`src/rtl/sccb_cfg_pkg.sv`:
```
// Shared types and helpers for the camera register configuration sequencer.
package sccb_cfg_pkg;

    typedef enum logic [3:0] {
        S_IDLE,
        S_PWRUP,
        S_FETCH,
        S_ISSUE,
        S_WAIT,
        S_DELAY,
        S_NEXT,
        S_DONE,
        S_ERR
    } state_t;

    // A table address of all ones marks a delay entry rather than a register write.
    function automatic logic [31:0] dflt_delay_addr(input int unsigned addr_w);
        if (addr_w >= 32)
            return '1;
        return (32'h1 << addr_w) - 32'h1;
    endfunction

    function automatic int unsigned ms_to_cycles(input int unsigned ms, input int unsigned clk_per_ms);
        return ms * clk_per_ms;
    endfunction

endpackage

```
`src/rtl/ms_timer.sv`:
```
// Loadable down-counter; o_expired is held high while the count sits at zero.
module ms_timer #(
    parameter int               CNT_W   = 16,
    parameter logic [CNT_W-1:0] RST_VAL = '0
) (
    input  logic             i_clk,
    input  logic             i_rst,
    input  logic             i_load,
    input  logic [CNT_W-1:0] i_load_val,
    output logic             o_expired
);

    logic [CNT_W-1:0] r_cnt;

    always_ff @(posedge i_clk or posedge i_rst) begin
        if (i_rst)
            r_cnt <= RST_VAL;
        else if (i_load)
            r_cnt <= i_load_val;
        else if (r_cnt != '0)
            r_cnt <= r_cnt - 1'b1;
    end

    assign o_expired = (r_cnt == '0);

endmodule

```
`src/rtl/sccb_cfg_sequencer.sv`:
```
// Walks a combinational register table and issues one SCCB write per entry,
// with power-up wait, in-table delays, NACK retry and sticky done/error flags.
module sccb_cfg_sequencer
    import sccb_cfg_pkg::*;
#(
    parameter int                    REG_ADDR_W = 8,
    parameter int                    DATA_W     = 8,
    parameter int                    LUT_SIZE   = 165,
    parameter int                    IDX_W      = 8,
    parameter int                    CLK_PER_MS = 25000,
    parameter int                    POWERUP_MS = 2,
    parameter logic [REG_ADDR_W-1:0] DELAY_ADDR = REG_ADDR_W'(dflt_delay_addr(REG_ADDR_W)),
    parameter int                    MAX_RETRY  = 3
) (
    input  logic                         i_clk,
    input  logic                         i_rst,
    input  logic                         i_start,
    output logic [IDX_W-1:0]             o_lut_index,
    input  logic [REG_ADDR_W+DATA_W-1:0] i_lut_data,
    output logic                         o_i2c_req,
    output logic [REG_ADDR_W-1:0]        o_i2c_addr,
    output logic [DATA_W-1:0]            o_i2c_wdata,
    input  logic                         i_i2c_ack,
    input  logic                         i_i2c_nack,
    output logic                         o_busy,
    output logic                         o_cfg_done,
    output logic                         o_cfg_err,
    output logic [IDX_W-1:0]             o_err_index
);

    localparam int PWR_CYC = int'(ms_to_cycles(POWERUP_MS, CLK_PER_MS));
    localparam int MAX_MS  = (POWERUP_MS > 255) ? POWERUP_MS : 255;
    localparam int CNT_W   = $clog2(int'(ms_to_cycles(MAX_MS, CLK_PER_MS)) + 1);
    localparam int RTY_W   = (MAX_RETRY < 1) ? 1 : $clog2(MAX_RETRY + 1);
    // Loaded with N-1 so the timed state lasts exactly N cycles.
    localparam logic [CNT_W-1:0] PWR_LOAD = (PWR_CYC == 0) ? '0 : CNT_W'(PWR_CYC - 1);

    state_t                r_state;
    logic [REG_ADDR_W-1:0] r_addr_lat;
    logic [DATA_W-1:0]     r_data_lat;
    logic [RTY_W-1:0]      r_retry;
    logic                  w_tmr_load;
    logic                  w_tmr_exp;
    logic [CNT_W-1:0]      w_tmr_val;
    logic [REG_ADDR_W-1:0] w_lut_addr;
    logic [DATA_W-1:0]     w_lut_data;

    assign w_lut_addr = i_lut_data[REG_ADDR_W+DATA_W-1 -: REG_ADDR_W];
    assign w_lut_data = i_lut_data[DATA_W-1:0];

    // FETCH always reloads the timer; the value only matters when the entry is a delay.
    assign w_tmr_load = (r_state == S_FETCH) || ((r_state == S_IDLE) && i_start);
    assign w_tmr_val  = (r_state == S_FETCH) ? CNT_W'(w_lut_data) * CNT_W'(CLK_PER_MS) : PWR_LOAD;

    ms_timer #(
        .CNT_W   (CNT_W),
        .RST_VAL (PWR_LOAD)
    ) u_timer (
        .i_clk      (i_clk),
        .i_rst      (i_rst),
        .i_load     (w_tmr_load),
        .i_load_val (w_tmr_val),
        .o_expired  (w_tmr_exp)
    );

    always_ff @(posedge i_clk or posedge i_rst) begin
        if (i_rst) begin
            r_state     <= S_PWRUP;
            r_addr_lat  <= '0;
            r_data_lat  <= '0;
            r_retry     <= '0;
            o_lut_index <= '0;
            o_i2c_req   <= 1'b0;
            o_i2c_addr  <= '0;
            o_i2c_wdata <= '0;
            o_busy      <= 1'b0;
            o_cfg_done  <= 1'b0;
            o_cfg_err   <= 1'b0;
            o_err_index <= '0;
        end else begin
            case (r_state)
                S_IDLE: begin
                    if (i_start) begin
                        r_state     <= S_PWRUP;
                        o_lut_index <= '0;
                        r_retry     <= '0;
                        o_cfg_done  <= 1'b0;
                        o_cfg_err   <= 1'b0;
                        o_busy      <= 1'b1;
                    end
                end
                S_PWRUP: begin
                    o_busy <= 1'b1;
                    if (w_tmr_exp)
                        r_state <= S_FETCH;
                end
                S_FETCH: begin
                    r_addr_lat <= w_lut_addr;
                    r_data_lat <= w_lut_data;
                    r_state    <= (w_lut_addr == DELAY_ADDR) ? S_DELAY : S_ISSUE;
                end
                S_ISSUE: begin
                    o_i2c_req   <= 1'b1;
                    o_i2c_addr  <= r_addr_lat;
                    o_i2c_wdata <= r_data_lat;
                    r_state     <= S_WAIT;
                end
                S_WAIT: begin
                    if (i_i2c_nack) begin
                        o_i2c_req <= 1'b0;
                        if (r_retry == RTY_W'(MAX_RETRY)) begin
                            o_err_index <= o_lut_index;
                            o_cfg_err   <= 1'b1;
                            o_busy      <= 1'b0;
                            r_state     <= S_ERR;
                        end else begin
                            r_retry <= r_retry + 1'b1;
                            r_state <= S_ISSUE;
                        end
                    end else if (i_i2c_ack) begin
                        o_i2c_req <= 1'b0;
                        r_state   <= S_NEXT;
                    end
                end
                S_DELAY: begin
                    if (w_tmr_exp)
                        r_state <= S_NEXT;
                end
                S_NEXT: begin
                    r_retry <= '0;
                    if (o_lut_index == IDX_W'(LUT_SIZE - 1)) begin
                        o_busy  <= 1'b0;
                        r_state <= S_DONE;
                    end else begin
                        o_lut_index <= o_lut_index + 1'b1;
                        r_state     <= S_FETCH;
                    end
                end
                S_DONE: begin
                    o_cfg_done <= 1'b1;
                    r_state    <= S_IDLE;
                end
                S_ERR: begin
                    r_state <= S_IDLE;
                end
                default: begin
                    r_state <= S_IDLE;
                end
            endcase
        end
    end

endmodule

```
`config.mk`:
```
export PLATFORM = sky130hd
export DESIGN_NAME = sccb_cfg_sequencer
export DESIGN_NICKNAME = d
export VERILOG_FILES = /design/src/rtl/sccb_cfg_pkg.sv /design/src/rtl/ms_timer.sv /design/src/rtl/sccb_cfg_sequencer.sv
export SDC_FILE = /design/constraint.sdc
export NUM_CORES = 1
export LEC_CHECK = 0
export ABC_AREA = 1
export BUFFER_PORTS_ARGS = -buffer_cell sky130_fd_sc_hd__buf_2
export CAP_MARGIN = 25
export CORE_MARGIN = 10
export CORE_UTILIZATION = 50
export CTS_CLUSTER_SIZE = 30
export DETAILED_ROUTE_END_ITERATION = 7
export PLACE_DENSITY_LB_ADDON = 0.15
export SYNTH_ARGS = -nofsm -noshare
export SYNTH_HDL_FRONTEND = slang
export SYNTH_SLANG_ARGS = --single-unit
```
`constraint.sdc`:
```
create_clock -name i_clk -period 7.8 [get_ports i_clk]
set_input_delay 1.56 -clock i_clk [delete_from_list [all_inputs] [get_ports i_clk]]
set_output_delay 1.56 -clock i_clk [all_outputs]
set_load 0.005 [all_outputs]
```
==> results.toml, run 1 <==
[outcome]
status = "completed"

[sta]
setup-violations-final = 0
layout_setup_ws_ns = 3.387
maxSlewViolCount = 0
slew_headroom = 0.4622
clock.fmax_mhz = 226.6
period_needed_ns = 4.413
finalCritPeriodShare = 0.5658
grt_setup_unrepaired = "no"
clock_skew_ns = 0.008339
tns_ns = 0
tightestPinTransition_ns = 0.8038
hold_violations = 0

[die]
fp.coreArea_um2 = 11420
initial_utilization = 0.5122
die_area_um2 = 16420
fp.dieW_um = 128.2
fp.dieH_um = 128.2
pin_count = 57
num_rows = 39

[place]
place_ws_ns = 3.035
dp_hpwl_mm = 10.39
io_buffers = 56
gp_congestion = 0.8940

[worst_setup_path]
end_kind = "flip-flop"
cp_cell_sequence = "buf_2 > ha_1 > ha_1 > inv_1 > fa_1 > inv_1 > fa_1 > ha_1 > nor2_1 > a21oi_1 > nand2_1 > nand2_1 > nand2_1 > nand2_1 > nand2_1 > nand3_1 > o21ai_1"
r2r_cells = 8
reg2reg_from = "r_state[1]$_DFFE_PP0P_"
crit_arrival_ns = 4.64
critPathLaunchType = "input pin"
crit_family = "adder cells"
setup.worst_path.class = "in2reg"
r2r_end = "u_timer.r_cnt[11]$_DFFE_PP0P_"
path_common_cell = "nand2_1"
path_buf_inv = 3
crit_required_ns = 8.03
critPathMaxStageDelay_ns = 0.50
crit_cells = 17
crit_path_top_delay_cell = "fa_1"
critical_path.startpoint = "i_lut_data[2]"
ff2ff_setup_slack_ns = 5.27
cp_max_fo = 5

[min_path]
hold_depth = 2
hp-class = "reg2reg"
min_from = "o_i2c_addr[1]$_DFFE_PP0P_"
hold_path_end = "o_i2c_addr[1]$_DFFE_PP0P_"

[global_routing]
grt_overflow = 0
grt_pass1_vias = 4944
grt_max_degree = 82
grt_first_pass_wirelength_mm = 22.91
grt_usage = 0.1694
antenna_found_initial = 0

[pwr]
p_int_uw = 1176
p_clk_frac = 0.215
ir_drop_mv = 0.2238
switchingPower_uw = 817.7
combPwrFrac = 0.444
swShare = 0.4101
power_uw = 1994
p_seq_frac = 0.341
p_per_area_nw_per_um2 = 303.8
p_leak_uw = 0.003486

[synth]
avgSynthCellArea_um2 = 7.797
synth-seq-cells = 81
synth_cell_types = 43
syn_inst = 750
syn-num-nets = 840
synth_area_um2 = 5848
ys_seq_area_frac = 0.3487
synth_warnings = 0

[routing]
routedWlPerCell_um = 13.83
vias = 4895
drt_iter0_drc = 377
drtPass1Iterations = 5
drt-total-wl_mm = 13.21
antenna_left = 0
drc = 0
viasPerCell = 5.126

[cells_and_area]
antenna_cells = 0
drive_above_1_share = 0.1687
area_delta_synth_final_pct = 12.22
final_nets = 897

[clocking]
clk_pin_slew_ns = 0.06
postCtsSetupBuffers = 0
insertion_delay_ns = 0.35
cts_buffers = 9
h-tree-depth = 3
cts_hold_buffers = 0
post_cts_resized = 0
tritoncts = "yes"
clockBufferDepth = 2
cts_root_buffer = "clkbuf_16"
cts_sinks = 81

[flow_run]
maxCapViolations = 0
==> kinds of logic after synthesis <==
logic type               Yosys count  share of synthesized area
AND/OR/NAND/NOR                  360                     0.2811
buffers and inverters            129                    0.08879
AO/OA/AOI/OAI                     99                     0.1001
flip-flops                        81                     0.3487
adder cells (fa/ha/maj)           69                     0.1630
XOR/XNOR                          11                    0.01648
multiplexers                       1                   0.001712
==> tightest hold or removal path: cells and delay by family (launching register included) <==
family	cells	cell delay, ns
DFF	1	0.34
and+or+nand+nor	2	0.09
==> through the flow <==
stage	utilization	instances	instance area (um2)	hold slack, ns
6_report	0.5747	955	6563	0.4617
5_1_grt	0.5747	955	6563	0.4926
4_1_cts	0.5723	954	6535	0.4689
3_5_place_dp	0.5461	938	6236	0.4538
3_3_place_gp	0.5461	938	6236	0.4492
2_1_floorplan	-	750	5848	0.4492
==> area by class of cell <==
cell class	instances	area [um2]
Fill cell	1072	4856
Timing Repair Buffer	58	315.3
Tap cell	143	178.9
Inverter	117	440.4
Multi-Input combinational cell	540	3289
Clock buffer	12	246.5
Clock inverter	4	52.55
Sequential cell	81	2039
==> routing by layer <==
metal,up-vias,track usage,wire (um)
met2,87,0.2859,6325
li1,2524,-,-
met3,20,0.04053,611
met4,0,0.06490,299
met1,2264,0.2038,5974
met5,-,0,0
==> cell usage in the layout (no fill, tap or decap), types with 3 or more instances in the layout <==
master and n:
nand3_1 47, inv_1 106, dfrtp_1 71, fa_1 12, ha_1 57, nor3_1 11, o21bai_1 4, o21ai_2 8
buf_2 56, nor2_1 56, inv_2 10, o21ai_1 7, nand4_1 9, xor2_1 8, a21oi_2 8, nor2_2 6
nand2_2 4, o22ai_1 3, or2_2 3, nand3b_1 4, dfstp_2 10, xnor2_1 3, nand2_1 200, clkbuf_16 9
nor4_1 4, a21oi_1 26, o21ai_0 37, nor2_4 7
==> power by group through the flow <==
stage	combinational (uW)	sequential [uW]	clock, uW
4_1_cts	896	679	434
5_1_grt	1030	700	456
3_3_place_gp	875	681	0
2_1_floorplan	684	671	0
6_report	886	679	429
3_5_place_dp	892	684	0
==> synth_stat cells, drive strengths merged <==
cell type	count	area [um2]
a211oi	1	7.510
mux2i	1	10.01
dfrtp	71	1777
inv	117	439.2
or2	4	27.53
nand4	9	56.30
o21bai	4	30.03
o22ai	3	18.77
o31ai	1	7.510
o21ai	52	290.3
nand3b	4	30.03
clkbuf	4	15.01
dfstp	10	262.8
nor3	12	65.06
nor4	4	25.02
a21o	1	7.510
xnor2	3	26.28
nor2	71	366.6
and3	1	6.260
a21boi	1	7.510
ha	57	713.2
xor2	8	70.07
a32o	1	10.01
fa	12	240.2
nand2	205	787.0
nand3	50	280.3
a31oi	1	6.260
buf	8	65.06
a21oi	34	200.2
==> worst max-delay path by stage <==
stage / end / slack [ns]
after detailed placement: u_timer.r_cnt[22]$_DFFE_PP0P_ / 3.04
after global routing: u_timer.r_cnt[22]$_DFFE_PP0P_ / 3.12
after global placement: u_timer.r_cnt[22]$_DFFE_PP0P_ / 3.11
after floorplan: u_timer.r_cnt[22]$_DFFE_PP0P_ / 3.48
after CTS: u_timer.r_cnt[22]$_DFFE_PP0P_ / 3.40
final: u_timer.r_cnt[22]$_DFFE_PP0P_ / 3.39
==> state kept, by name, summed over array words and instances (netlist names) <==
name and count:
o_cfg_err 1, r_state 4, o_lut_index 8, o_i2c_addr 8
o_i2c_req 1, o_err_index 8, r_retry 2, o_cfg_done 1
r_addr_lat 8, o_busy 1, o_i2c_wdata 8, r_data_lat 8
u_timer.r_cnt 23
No activity file was read; power rests on OpenSTA's default activity.
==> inputs of run 2 (changes only) <==
--- a/config.mk
+++ b/config.mk
@@ -5,7 +5,7 @@
 export SDC_FILE = /design/constraint.sdc
 export NUM_CORES = 1
 export LEC_CHECK = 0
-export ABC_AREA = 1
+export ABC_AREA = 0
 export BUFFER_PORTS_ARGS = -buffer_cell sky130_fd_sc_hd__buf_2
 export CAP_MARGIN = 25
 export CORE_MARGIN = 10
==> constraint.sdc (replaced) <==
create_clock -name i_clk -period 3.85 [get_ports i_clk]
set_input_delay 0.77 -clock i_clk [delete_from_list [all_inputs] [get_ports i_clk]]
set_output_delay 0.77 -clock i_clk [all_outputs]
set_load 0.005 [all_outputs]
==> run 2 against run 1 <==
Compared with the run above:
- design area fell by 4.1%
- synthesized area fell by 9.2%
- setup slack got worse by 3.2 ns
- die area down 7.8%
- sequential share of layout area increased by 1.3 points
- total power up 22%
- register-to-register slack worse by 4.0 ns
- flip-flop and latch count stayed put
- critical path type unchanged
- largest power group is now sequential cells
==> results.toml, run 2 <==
[place]
dp_hpwl_mm = 9.875
dpl_cell_area_um2 = 6091
io_buffers = 56
dp_cells = 769
gp_congestion = 0.8546

[worst_setup_path]
r2r_cells = 6
critPathMaxStageDelay_ns = 0.51
crit_path_top_delay_cell = "fa_1"
crit_required_ns = 4.13
end_kind = "flip-flop"
crit_family = "adder cells"
cp_max_fo = 3
critPathLaunchType = "input pin"
cp_cell_sequence = "buf_2 > ha_4 > ha_1 > inv_1 > fa_1 > inv_1 > fa_1 > ha_4 > nor2b_1 > o211ai_1 > a21oi_2 > buf_4 > a21oi_1 > xor2_1 > a22oi_2"
crit_arrival_ns = 3.95
setup.worst_path.class = "in2reg"
path_buf_inv = 4
crit_cells = 15

[synth]
synth_area_leaders = "dfrtp_1, ha_1, nand2_1"
ys.flop_type = "dfrtp_1"
synth.top_cells.by_count = "nand2_1, dfrtp_1, ha_1"
synth_warnings = 0
synthArstFlopShare = 1.000
synth-seq-cells = 81
synth_edf_count = 0
synth_cell_types = 67
yosys.area.top_type_share = 0.3347
synth.most_common_cell = "nand2_1"
syn_inst = 552
syn-num-nets = 642
yosysTopAreaCell = "dfrtp_1"
ys_seq_area_frac = 0.3842
synth_area_um2 = 5309
avgSynthCellArea_um2 = 9.617

[sta]
maxSlewViolCount = 0
setup-violations-final = 0
whs_ns = 0.4764
finalCritPeriodShare = 0.9540
grt_setup_unrepaired = "yes"
clock_skew_ns = 0.01438
clock.fmax_mhz = 272.3
hold_violations = 0
period_needed_ns = 3.673
tightestPinTransition_ns = 0.8948
slew_headroom = 0.3880

[clocking]
cts_hold_buffers = 0
clockBufferDepth = 2
h-tree-depth = 3
clk_pin_slew_ns = 0.09
cts_buffers = 9
tritoncts = "yes"
cts_root_buffer = "clkbuf_8"
insertion_delay_ns = 0.37
cts_sinks = 81

[cells_and_area]
final_common_cell = "nand2_1"
final_nets = 734
drive_above_1_share = 0.2527
antenna_cells = 0
final_cell_mix = "nand2_1, dfrtp_1, buf_2, ha_1, nor2_1"
largest_register_ff_count = 23
area_delta_synth_final_pct = 18.60
regMostFlops = "u_timer.r_cnt"
fin_area_um2 = 6296
final_core_util = 0.6099
final_cells = 785

[die]
num_rows = 37
fp.dieW_um = 123.0
pin_count = 57
fp.dieH_um = 123.0
die_area_um2 = 15140
fp.coreArea_um2 = 10320
initial_utilization = 0.5142

[routing]
drt-total-wl_mm = 12.87
drc = 0
antenna_left = 0
routedWlPerCell_um = 16.40
drt_iter0_drc = 360
viasPerCell = 5.567
vias = 4370
drtPass1Iterations = 4

[global_routing]
grt_overflow = 0
grt_usage = 0.1761
grt_max_degree = 44
antenna_found_initial = 0
grt_first_pass_wirelength_mm = 21.60
grt_pass1_vias = 4405

[pwr]
power_uw = 2428
ir_drop_mv = 0.1752
p_per_area_nw_per_um2 = 385.6
p_leak_uw = 0.003097

[flow_run]
maxCapViolations = 0

[min_path]
hp-class = "in2async"

[outcome]
status = "completed"
-- run 2: kinds of logic (layout without fill, tap and decap cells) --
family	after synthesis	in the layout	share of synthesized area
muxes	19	19	0.03983
AOI/OAI and AO/OA	95	95	0.1169
DFF	81	81	0.3842
and+or+nand+nor	220	220	0.2032
adders and majority gates	69	69	0.1796
xor gates and xnor gates	29	29	0.04784
buffers and inverters	39	136	0.02852
-- run 2: area by class of cell --
| cell class | count | area (um2) |
|---|---|---|
| clock buffer | 10 | 137.6 |
| clock inverter | 6 | 51.30 |
| fill | 904 | 4028 |
| inverter | 22 | 83.83 |
| multi-input combinational | 432 | 3218 |
| sequential | 81 | 2039 |
| tap | 136 | 170.2 |
| timing repair buffer | 98 | 595.6 |
-- run 2: worst register-to-register path: stages (launching register included) --
cell,delay [ns]
dfrtp_1,0.52
nor2_1,0.30
nand3_1,0.34
a2111oi_0,0.88
nand3_1,0.21
xor2_1,0.17
nor2_1,0.05
-- run 2: worst paths after layout --
kind / start / slack [ns] / to
setup reg to reg: r_state[2]$_DFFE_PP0P_ / 1.27 / o_lut_index[7]$_DFFE_PP0P_
hold reg to reg: o_err_index[6]$_DFFE_PP0P_ / 0.48 / o_err_index[6]$_DFFE_PP0P_
hold / removal: i_rst / 0.48 / r_addr_lat[7]$_DFFE_PP0P_
min in group i_clk: o_err_index[6]$_DFFE_PP0P_ / 0.48 / o_err_index[6]$_DFFE_PP0P_
setup / recovery: i_lut_data[2] / 0.18 / u_timer.r_cnt[15]$_DFFE_PP1P_
max in group asynchronous: i_rst / 2.62 / r_data_lat[2]$_DFFE_PP0P_
-- run 2: per-stage QoR --
| stage | TNS (ns) | setup slack (ns) |
|---|---|---|
| 2_1_floorplan | 0 | 0.005987 |
| 6_report | 0 | 0.1772 |
| 5_1_grt | -0.003402 | -0.003402 |
| 4_1_cts | 0 | 0.1128 |
| 3_5_place_dp | -1.584 | -0.2784 |
| 3_3_place_gp | -1.168 | -0.2261 |
-- run 2: power breakdown --
part	internal [uW]	switching, uW	leakage [uW]	total, uW
clock network	258	333	0.0000931	591
logic	436	445	0.00204	881
registers	905	51.4	0.000962	956
-- run 2: layer usage --
layer	share of wire	up-vias	GRT usage
met1	0.45	2144	0.2273
met3	0.046	16	0.03555
met2	0.49	76	0.2878
met4	0.013	0	0.06332
met5	0	-	0
li1	-	2134	-
-- run 2: timing repair --
item,in CTS,in global routing
buffers inserted,0,0
resized for setup,0,2
setup endpoints to repair,0,2
